--- src/rtl/output_port_arbiter.sv ---
// Output-port arbiter: round-robin owner pick with wormhole lock from head to tail flit.
// Latency: 1 cycle request-to-grant; back-to-back hand-over on the tail edge; out_valid_o combinational.
// Backpressure: out_ready_i low stalls transfers and holds the lock. Optional watchdog: OUTPUT_ARB_TIMEOUT_EN.
module output_port_arbiter #(
    parameter int N_REQ       = 5,
    parameter int PTR_W       = 3,
    parameter int TIMEOUT_CYC = 16
) (
    input  logic             clk,
    input  logic             arst,
    input  logic [N_REQ-1:0] req_valid_i,
    input  logic [N_REQ-1:0] req_tail_i,
    input  logic             out_ready_i,
    output logic [N_REQ-1:0] grant_o,
    output logic             out_valid_o,
    output logic             locked_o,
    output logic             timeout_o
);

    typedef enum logic {
        ST_IDLE,
        ST_LOCKED
    } state_t;

    localparam logic [PTR_W-1:0] LAST_IDX = PTR_W'(N_REQ - 1);

    // Next pointer after an owner: wraps the last requester (or any out-of-range value) to 0.
    function automatic logic [PTR_W-1:0] wrap_inc(input logic [PTR_W-1:0] idx);
        return (idx >= LAST_IDX) ? '0 : idx + PTR_W'(1);
    endfunction

    // Round-robin search: first set bit at or above start, modulo N_REQ. Returns {found, index}.
    function automatic logic [PTR_W:0] rr_pick(input logic [N_REQ-1:0] req,
                                               input logic [PTR_W-1:0] start);
        logic [PTR_W-1:0] base;
        logic [PTR_W-1:0] idx;
        logic             found;
        int               pos;
        base  = (start > LAST_IDX) ? '0 : start;
        found = 1'b0;
        idx   = '0;
        // Walk downward so the closest candidate to the pointer is written last and wins.
        for (int k = N_REQ - 1; k >= 0; k--) begin
            pos = int'(base) + k;
            if (pos >= N_REQ) begin
                pos = pos - N_REQ;
            end
            if (|(req & (N_REQ'(1) << pos))) begin
                found = 1'b1;
                idx   = PTR_W'(pos);
            end
        end
        return {found, idx};
    endfunction

    function automatic logic [N_REQ-1:0] to_onehot(input logic [PTR_W-1:0] idx);
        return N_REQ'(1) << idx;
    endfunction

    state_t             state_q;
    logic [N_REQ-1:0]   grant_q;
    logic [PTR_W-1:0]   owner_q;
    logic [PTR_W-1:0]   ptr_q;

    logic               locked;
    logic               owner_vld;
    logic               tail_xfer;
    logic               wd_fire;
    logic               release_lock;
    logic [PTR_W-1:0]   ptr_after;
    logic [PTR_W:0]     idle_pick;
    logic [PTR_W:0]     rel_pick;

    assign locked    = (state_q == ST_LOCKED);
    // grant_q is one-hot on the owner, so masking avoids a variable bit-select.
    assign owner_vld = locked & (|(req_valid_i & grant_q));
    assign tail_xfer = owner_vld & out_ready_i & (|(req_tail_i & grant_q));

    assign release_lock = tail_xfer | wd_fire;
    assign ptr_after    = wrap_inc(owner_q);

    // Candidates while idle, and hand-over candidates at release (old owner excluded, so it ends up last).
    assign idle_pick = rr_pick(req_valid_i, ptr_q);
    assign rel_pick  = rr_pick(req_valid_i & ~grant_q, ptr_after);

`ifdef OUTPUT_ARB_TIMEOUT_EN
    localparam int               CNT_W    = $clog2(TIMEOUT_CYC + 1);
    localparam logic [CNT_W-1:0] CNT_LAST = CNT_W'(TIMEOUT_CYC - 1);

    logic [CNT_W-1:0] stall_cnt;

    // Fires during the TIMEOUT_CYC-th consecutive cycle the owner has no valid flit.
    assign wd_fire = locked & ~owner_vld & (stall_cnt == CNT_LAST);

    // Stall counter: consecutive owner-idle locked cycles, cleared on owner activity and on any lock change.
    always_ff @(posedge clk or negedge arst) begin
        if (!arst) begin
            stall_cnt <= '0;
        end else if (!locked || owner_vld || release_lock) begin
            stall_cnt <= '0;
        end else begin
            stall_cnt <= stall_cnt + CNT_W'(1);
        end
    end
`else
    logic unused_timeout_cfg;

    assign unused_timeout_cfg = ^TIMEOUT_CYC;
    assign wd_fire            = 1'b0;
`endif

    // Arbitration FSM: pick in IDLE, hold through the packet, hand over or drop on tail/watchdog release.
    always_ff @(posedge clk or negedge arst) begin
        if (!arst) begin
            state_q <= ST_IDLE;
            grant_q <= '0;
            owner_q <= '0;
            ptr_q   <= '0;
        end else begin
            case (state_q)
                ST_IDLE: begin
                    if (idle_pick[PTR_W]) begin
                        state_q <= ST_LOCKED;
                        owner_q <= idle_pick[PTR_W-1:0];
                        grant_q <= to_onehot(idle_pick[PTR_W-1:0]);
                    end else begin
                        grant_q <= '0;
                    end
                end
                ST_LOCKED: begin
                    if (release_lock) begin
                        ptr_q <= ptr_after;
                        if (rel_pick[PTR_W]) begin
                            owner_q <= rel_pick[PTR_W-1:0];
                            grant_q <= to_onehot(rel_pick[PTR_W-1:0]);
                        end else begin
                            state_q <= ST_IDLE;
                            grant_q <= '0;
                        end
                    end
                end
                default: begin
                    state_q <= ST_IDLE;
                    grant_q <= '0;
                end
            endcase
        end
    end

    assign grant_o     = grant_q;
    assign out_valid_o = owner_vld;
    assign locked_o    = locked;
    assign timeout_o   = wd_fire;

endmodule

--- config.mk ---
export PLATFORM = sky130hd
export DESIGN_NAME = output_port_arbiter
export DESIGN_NICKNAME = d
export VERILOG_FILES = /design/src/rtl/output_port_arbiter.sv
export SDC_FILE = /design/constraint.sdc
export NUM_CORES = 1
export LEC_CHECK = 0
export ABC_AREA = 1
export CAP_MARGIN = 20
export CORE_MARGIN = 3
export CORE_UTILIZATION = 45
export CTS_CLUSTER_DIAMETER = 200
export DETAILED_ROUTE_END_ITERATION = 8
export PLACE_DENSITY = 0.68
export SYNTH_ARGS = -nofsm -noshare
export SYNTH_HDL_FRONTEND = slang
export SYNTH_SLANG_ARGS = --single-unit
--- constraint.sdc ---
create_clock -name clk -period 3.6 [get_ports clk]
set_input_delay 0.54 -clock clk [delete_from_list [all_inputs] [get_ports clk]]
set_output_delay 0.54 -clock clk [all_outputs]
set_load 0.05 [all_outputs]
==> metrics, run 1 <==
hold_sp=owner_q[0]$_DFFE_PN0P_; Initial DRT Pass Iterations=5; CTS max path bufs=2; CP Launch Type=flop; GP Congestion=0.951; max incr delay on CP=0.40 ns; R2R Path End=grant_o[0]$_DFFE_PN0P_; Critical Path Sink Type=flop; full die area=0.00720 mm^2; drt wl/cell=13.8 um; gr usage total=24.1%; reg2reg start=owner_q[0]$_DFFE_PN0P_; EDFF count, synth=0; Setup violations, final=0; Avg Cell Area, Syn=5.53 um^2; area share of the leading cell type in the synthesized netlist=21.2%; critical path cell sequence=inv_1 -> ha_1 -> nor2_2 -> nand2_4 -> nand2_4 -> inv_1 -> ha_1 -> inv_1 -> nand2_1 -> nor2_1 -> nand2_1 -> nand2_1 -> nand2_1 -> nand2_1 -> nand2_1 -> nand2_1 -> nand2_1 -> nand2_1 -> nand2_1 -> a21oi_1 -> nand2_1 -> nand2_1 -> nand2_1 -> nand2_1; initial core utilization=47.0%; hold slack=0.560 ns; vias in the first global route=3216; Slew @ Worst Pin=0.525 ns; first-pass GRT wire length=14400 um; Tcrit/Tclk final=90.2%; CTS root buf=clkbuf_8; Final Slew Violations=0; Post-synth ARST share=100%; DP HPWL=6810 um; worst skew pair latency=0.24 ns; Ys Warns=0; Synth area leader=nand2_1; 1st-iter DRT viols=188; # port buffers=19; die height=84.9 um; pin count of the biggest net entering global routing=14; CP startpoint=owner_q[0]$_DFFE_PN0P_; Die X=84.9 um; post-layout util=52.7%; ranking of synthesized cells by area=nand2_1, nand3_1, dfrtp_1; synth cell count leaders=nand2_1, inv_1, nand3_1; met1 Usage GRT=29.6%; Critical Path Slowest Stage Cell=dfrtp_1; number of vias per cell=5.57; min cycle time layout=3.25 ns; RSZ-0062 raised after global routing=false; most frequent cell after synthesis=nand2_1; n_diodes=0; Required @ worst endpoint=3.78 ns; placed cell count=602; flop2flop setup slack=0.35 ns; ANT nets after route=0; Max FO, Critical Path=10; Rel. slew slack=64.9%; endpoints failing hold=0; Layout Cells excl Fill=605; initial antenna violation count=0; most used cell, CP=nand2_1; share of cells above drive strength 1=11.9%; Clock Sink Count=12; Setup crit end=grant_o[0]$_DFFE_PN0P_; top_reg_cell synth=dfrtp_1; WP data arrival=3.43 ns; final WL=8340 um; CTS Buf Count=3; TritonCTS clock tree=built; Via Count=3371; remaining global-route overflow=0; Area Growth Syn to Fin=12.1%; Synth Cell Area=0.00280 mm^2; Yosys cell types=36; CTS clk-pin slew, worst paths=0.05 ns; HP Class=flop to flop; filler cell count=610; Mapped Cells=506; worst-case reg-to-reg path depth=24; # IOs=21; post-synth net total=535; skew final=0.00695 ns; outcome=finished, final reports clean; Core Region=0.00596 mm^2; DRC Markers=0; TNS Setup=0 ns; Setup CP Type=flop to flop; M2 GR Usage=43.4%; # Max-Cap Violations=0; post-CTS setup buffer count=0; #FFs+latches synth=12; nets@finish=561; Max Clk Rate=0.308 GHz; M3 GR Usage=2.62%; sequential-to-total area share from yosys stat=10.7%; H-tree levels=1; global routing's busiest layer=met2; cell row count=28
## critical path: cells and delay by family (launching register included)
kind                       cells  cell delay [ns]
adders and majority gates      2             0.71
AOI/OAI and AO/OA              1             0.13
DFF                            1             0.40
buffers and inverters          3             0.34
and+or+nand+nor               18             1.60
## cell families (layout without fill, tap and decap cells)
family / after synthesis / after routing / share of synthesized area (%)
and+or+nand+nor: 331 / 331 / 55.9
buffers and inverters: 85 / 109 / 12.3
AOI/OAI and AO/OA: 59 / 59 / 13.2
adders and majority gates: 16 / 16 / 7.15
DFF: 12 / 12 / 10.7
xor gates and xnor gates: 2 / 2 / 0.626
other: 1 / 1 / 0.134
## sequential cells by signal (all words and copies together), names as in the netlist
register	count
locked_o	1
ptr_q	3
grant_o	5
owner_q	3
## routing by layer
layer	up-vias	part of all wire [%]	routed length [um]
met2	110	49	4090
met3	30	6.1	510
met4	0	3.4	284
li1	1703	-	-
met5	-	0	0
met1	1528	41	3460
## per-stage QoR
| step | cell area (um^2) | setup WS, ns |
|---|---|---|
| finish | 3140 | 0.354 |
| detailed placement | 3090 | 0.320 |
| floorplan | 2800 | 0.776 |
| global route | 3140 | 0.00404 |
| global placement | 3090 | 0.360 |
| CTS | 3130 | 0.297 |
## layout make-up
type | count | area [um^2] | share of cell area [%]
multi-input combinational | 409 | 2160 | 68.9
inverter | 81 | 304 | 9.69
sequential | 12 | 300 | 9.57
timing repair buffer | 25 | 235 | 7.50
tap | 75 | 93.8 | 2.99
clock buffer | 3 | 41.3 | 1.32
## placed cells by master, fill, tap and decap left out, drive strengths merged, types with 2 or more instances in the layout
cell type,Yosys,layout
buf,4,6
nand4,23,23
o21ai,29,29
o211ai,4,4
inv,81,81
nor2,49,49
nand3,67,67
xnor2,2,2
a221oi,2,2
dfrtp,12,12
ha,16,16
nand2,181,181
clkbuf,0,3
nor3,9,9
a21oi,18,18
clkdlybuf4s50,0,19
## how the worst min path moves through the flow
stage                                  end  cells past startpoint
global placement    owner_q[0]$_DFFE_PN0P_                      2
finish              owner_q[0]$_DFFE_PN0P_                      2
CTS                 owner_q[0]$_DFFE_PN0P_                      2
floorplan           grant_o[0]$_DFFE_PN0P_                      0
global route        owner_q[0]$_DFFE_PN0P_                      2
detailed placement  owner_q[0]$_DFFE_PN0P_                      2
## repair_timing
| item | CTS | global route |
|---|---|---|
| resized for setup | 0 | 1 |
| endpoints found under the setup margin | 0 | 4 |
| hold buffers | 0 | 0 |
| hold endpoints to repair | 0 | 0 |
Power of run 1 is not shown: default switching activity piles up to over one toggle a cycle in this logic, so the estimate is an artifact.
==> run 2: changes to the inputs <==
CAP_MARGIN = not set   (was 20)
CORE_ASPECT_RATIO = 1.75   (was not set)
==> run 2 against run 1 <==
Via count up 2.4%. Die area up 0.52%. Register-to-register slack worse by 0.098 ns. Design area up 0.92%. Critical path depth down 3. Final cell count up 0.83%. Non-clock buffer count up 1. Critical path type unchanged.
==> metrics, run 2 (synthesis results as in run 1) <==
most used cell, CP=nand2_1; filler cell count=627; DP HPWL=7830 um; skew final=0.00499 ns; CTS root buf=clkbuf_8; full die area=0.00724 mm^2; Final Instance Area=0.00317 mm^2; outcome=finished, final reports clean; endpoints failing hold=0; Die X=65.6 um; post-CTS setup buffer count=0; Final Slew Violations=0; Required @ worst endpoint=3.72 ns; Max FO, Critical Path=10; crit-path leading delay family=simple AND/OR/NAND/NOR gates; H-tree levels=1; final WL=9480 um; commonest non-fill, non-tap cell in the layout=nand2_1; Area Growth Syn to Fin=13.1%; Setup violations, final=0; Rel. slew slack=62.9%; Final Worst Setup Slack=0.256 ns; CP Buf/Inv Count=3; die height=110 um; CTS Buf Count=3; post-cts sizing count=0; Initial DRT Pass Iterations=5; max FFs per register=5; Setup CP Type=flop to flop; CTS max path bufs=2; # IOs=21; placed cell count=606; Slew @ Worst Pin=0.554 ns; initial core utilization=46.9%; CTS clk-pin slew, worst paths=0.06 ns; gr usage total=28.2%; 1st-iter DRT viols=220; first-pass GRT wire length=15800 um; number of vias per cell=5.66; placed cell areas=0.00310 mm^2; Critical Path Slowest Stage Cell=dfrtp_1; TritonCTS clock tree=built; share of cells above drive strength 1=12.4%; Max Clk Rate=0.299 GHz; pre-CTS WS=0.227 ns; WP data arrival=3.47 ns; Via Count=3451; vias in the first global route=3443; # port buffers=19; commonest cells after routing, fill and taps aside=nand2_1, inv_1, nand3_1; nets@finish=562; Clock Sink Count=12; ANT nets after route=0; n_diodes=0; initial antenna violation count=0; worst skew pair latency=0.24 ns; pin count of the biggest net entering global routing=13; GP Congestion=0.987; min cycle time layout=3.34 ns; RSZ-0062 raised after global routing=true; max incr delay on CP=0.43 ns; remaining global-route overflow=0; critical path cell sequence=inv_1 -> ha_1 -> nand3_4 -> ha_1 -> ha_1 -> xnor2_1 -> nand2_1 -> nand2_1 -> inv_1 -> nand2_1 -> nand2_1 -> nand2_1 -> inv_1 -> nand2_1 -> nand3_1 -> nand2_1 -> nand2_1 -> nand2_1 -> nor2_1 -> o21ai_0 -> nand2_1; CP Launch Type=flop; cell row count=37; Critical Path Sink Type=flop; Layout Cells excl Fill=610; Core Region=0.00597 mm^2; drt wl/cell=15.5 um; DRC Markers=0; HP Class=flop to flop; # Max-Cap Violations=0; Tcrit/Tclk final=92.9%; hold_buf cts=0
==> run 2: path summary, 6_finish.rpt <==
path	startpoint	endpoint	slack, ns	cells after the start
hold / removal	grant_o[0]$_DFFE_PN0P_	grant_o[0]$_DFFE_PN0P_	0.57	2
setup reg to reg	owner_q[0]$_DFFE_PN0P_	owner_q[0]$_DFFE_PN0P_	0.26	21
min in group asynchronous	arst	grant_o[1]$_DFFE_PN0P_	0.65	1
max in group asynchronous	arst	ptr_q[2]$_DFFE_PN0P_	2.58	1
hold reg to reg	grant_o[0]$_DFFE_PN0P_	grant_o[0]$_DFFE_PN0P_	0.57	2
setup / recovery	owner_q[0]$_DFFE_PN0P_	owner_q[0]$_DFFE_PN0P_	0.26	21
==> run 2: through the flow <==
step	TNS (ns)	util, %	hold slack (ns)
3_3_place_gp	0	51.9	0.551
3_5_place_dp	0	51.9	0.558
2_1_floorplan	0	-	0.244
5_1_grt	-0.00534	53.0	0.604
6_report	0	53.0	0.575
4_1_cts	0	52.8	0.573
==> run 2: area by class of cell <==
| class | instances | area, um^2 | area share (%) |
|---|---|---|---|
| tap | 78 | 97.6 | 3.08 |
| multi-input combinational | 409 | 2170 | 68.4 |
| sequential | 12 | 300 | 9.49 |
| clock buffer | 4 | 55.1 | 1.74 |
| timing repair buffer | 26 | 243 | 7.67 |
| inverter | 81 | 304 | 9.60 |
==> run 2: worst register-to-register path: stages, from the launching register on <==
cell and delay (ns):
dfrtp_1 0.43, inv_1 0.10, ha_1 0.40, nand3_4 0.18
ha_1 0.25, ha_1 0.40, xnor2_1 0.14, nand2_1 0.07
nand2_1 0.12, inv_1 0.09, nand2_1 0.07, nand2_1 0.07
nand2_1 0.11, inv_1 0.07, nand2_1 0.05, nand3_1 0.08
nand2_1 0.08, nand2_1 0.06, nand2_1 0.10, nor2_1 0.06
o21ai_0 0.22, nand2_1 0.08
==> run 2: per-layer routing <==
metal / track usage (%) / vias to the layer above / routed length, um
met3: 1.72 / 56 / 330
met2: 54.0 / 136 / 5120
met5: 0 / - / 0
li1: - / 1696 / -
met4: 22.6 / 0 / 864
met1: 26.9 / 1563 / 3160
Power of run 2 is left out for the same reason.
==> run 3: changes to the inputs <==
SKIP_LAST_GASP = 1   (was not set)
SLEW_MARGIN = 5   (was not set)
==> results of run 3 <==
Same layout as run 2: the final DEF is identical, and so are final timing and power.
Power of run 3 is left out for the same reason.
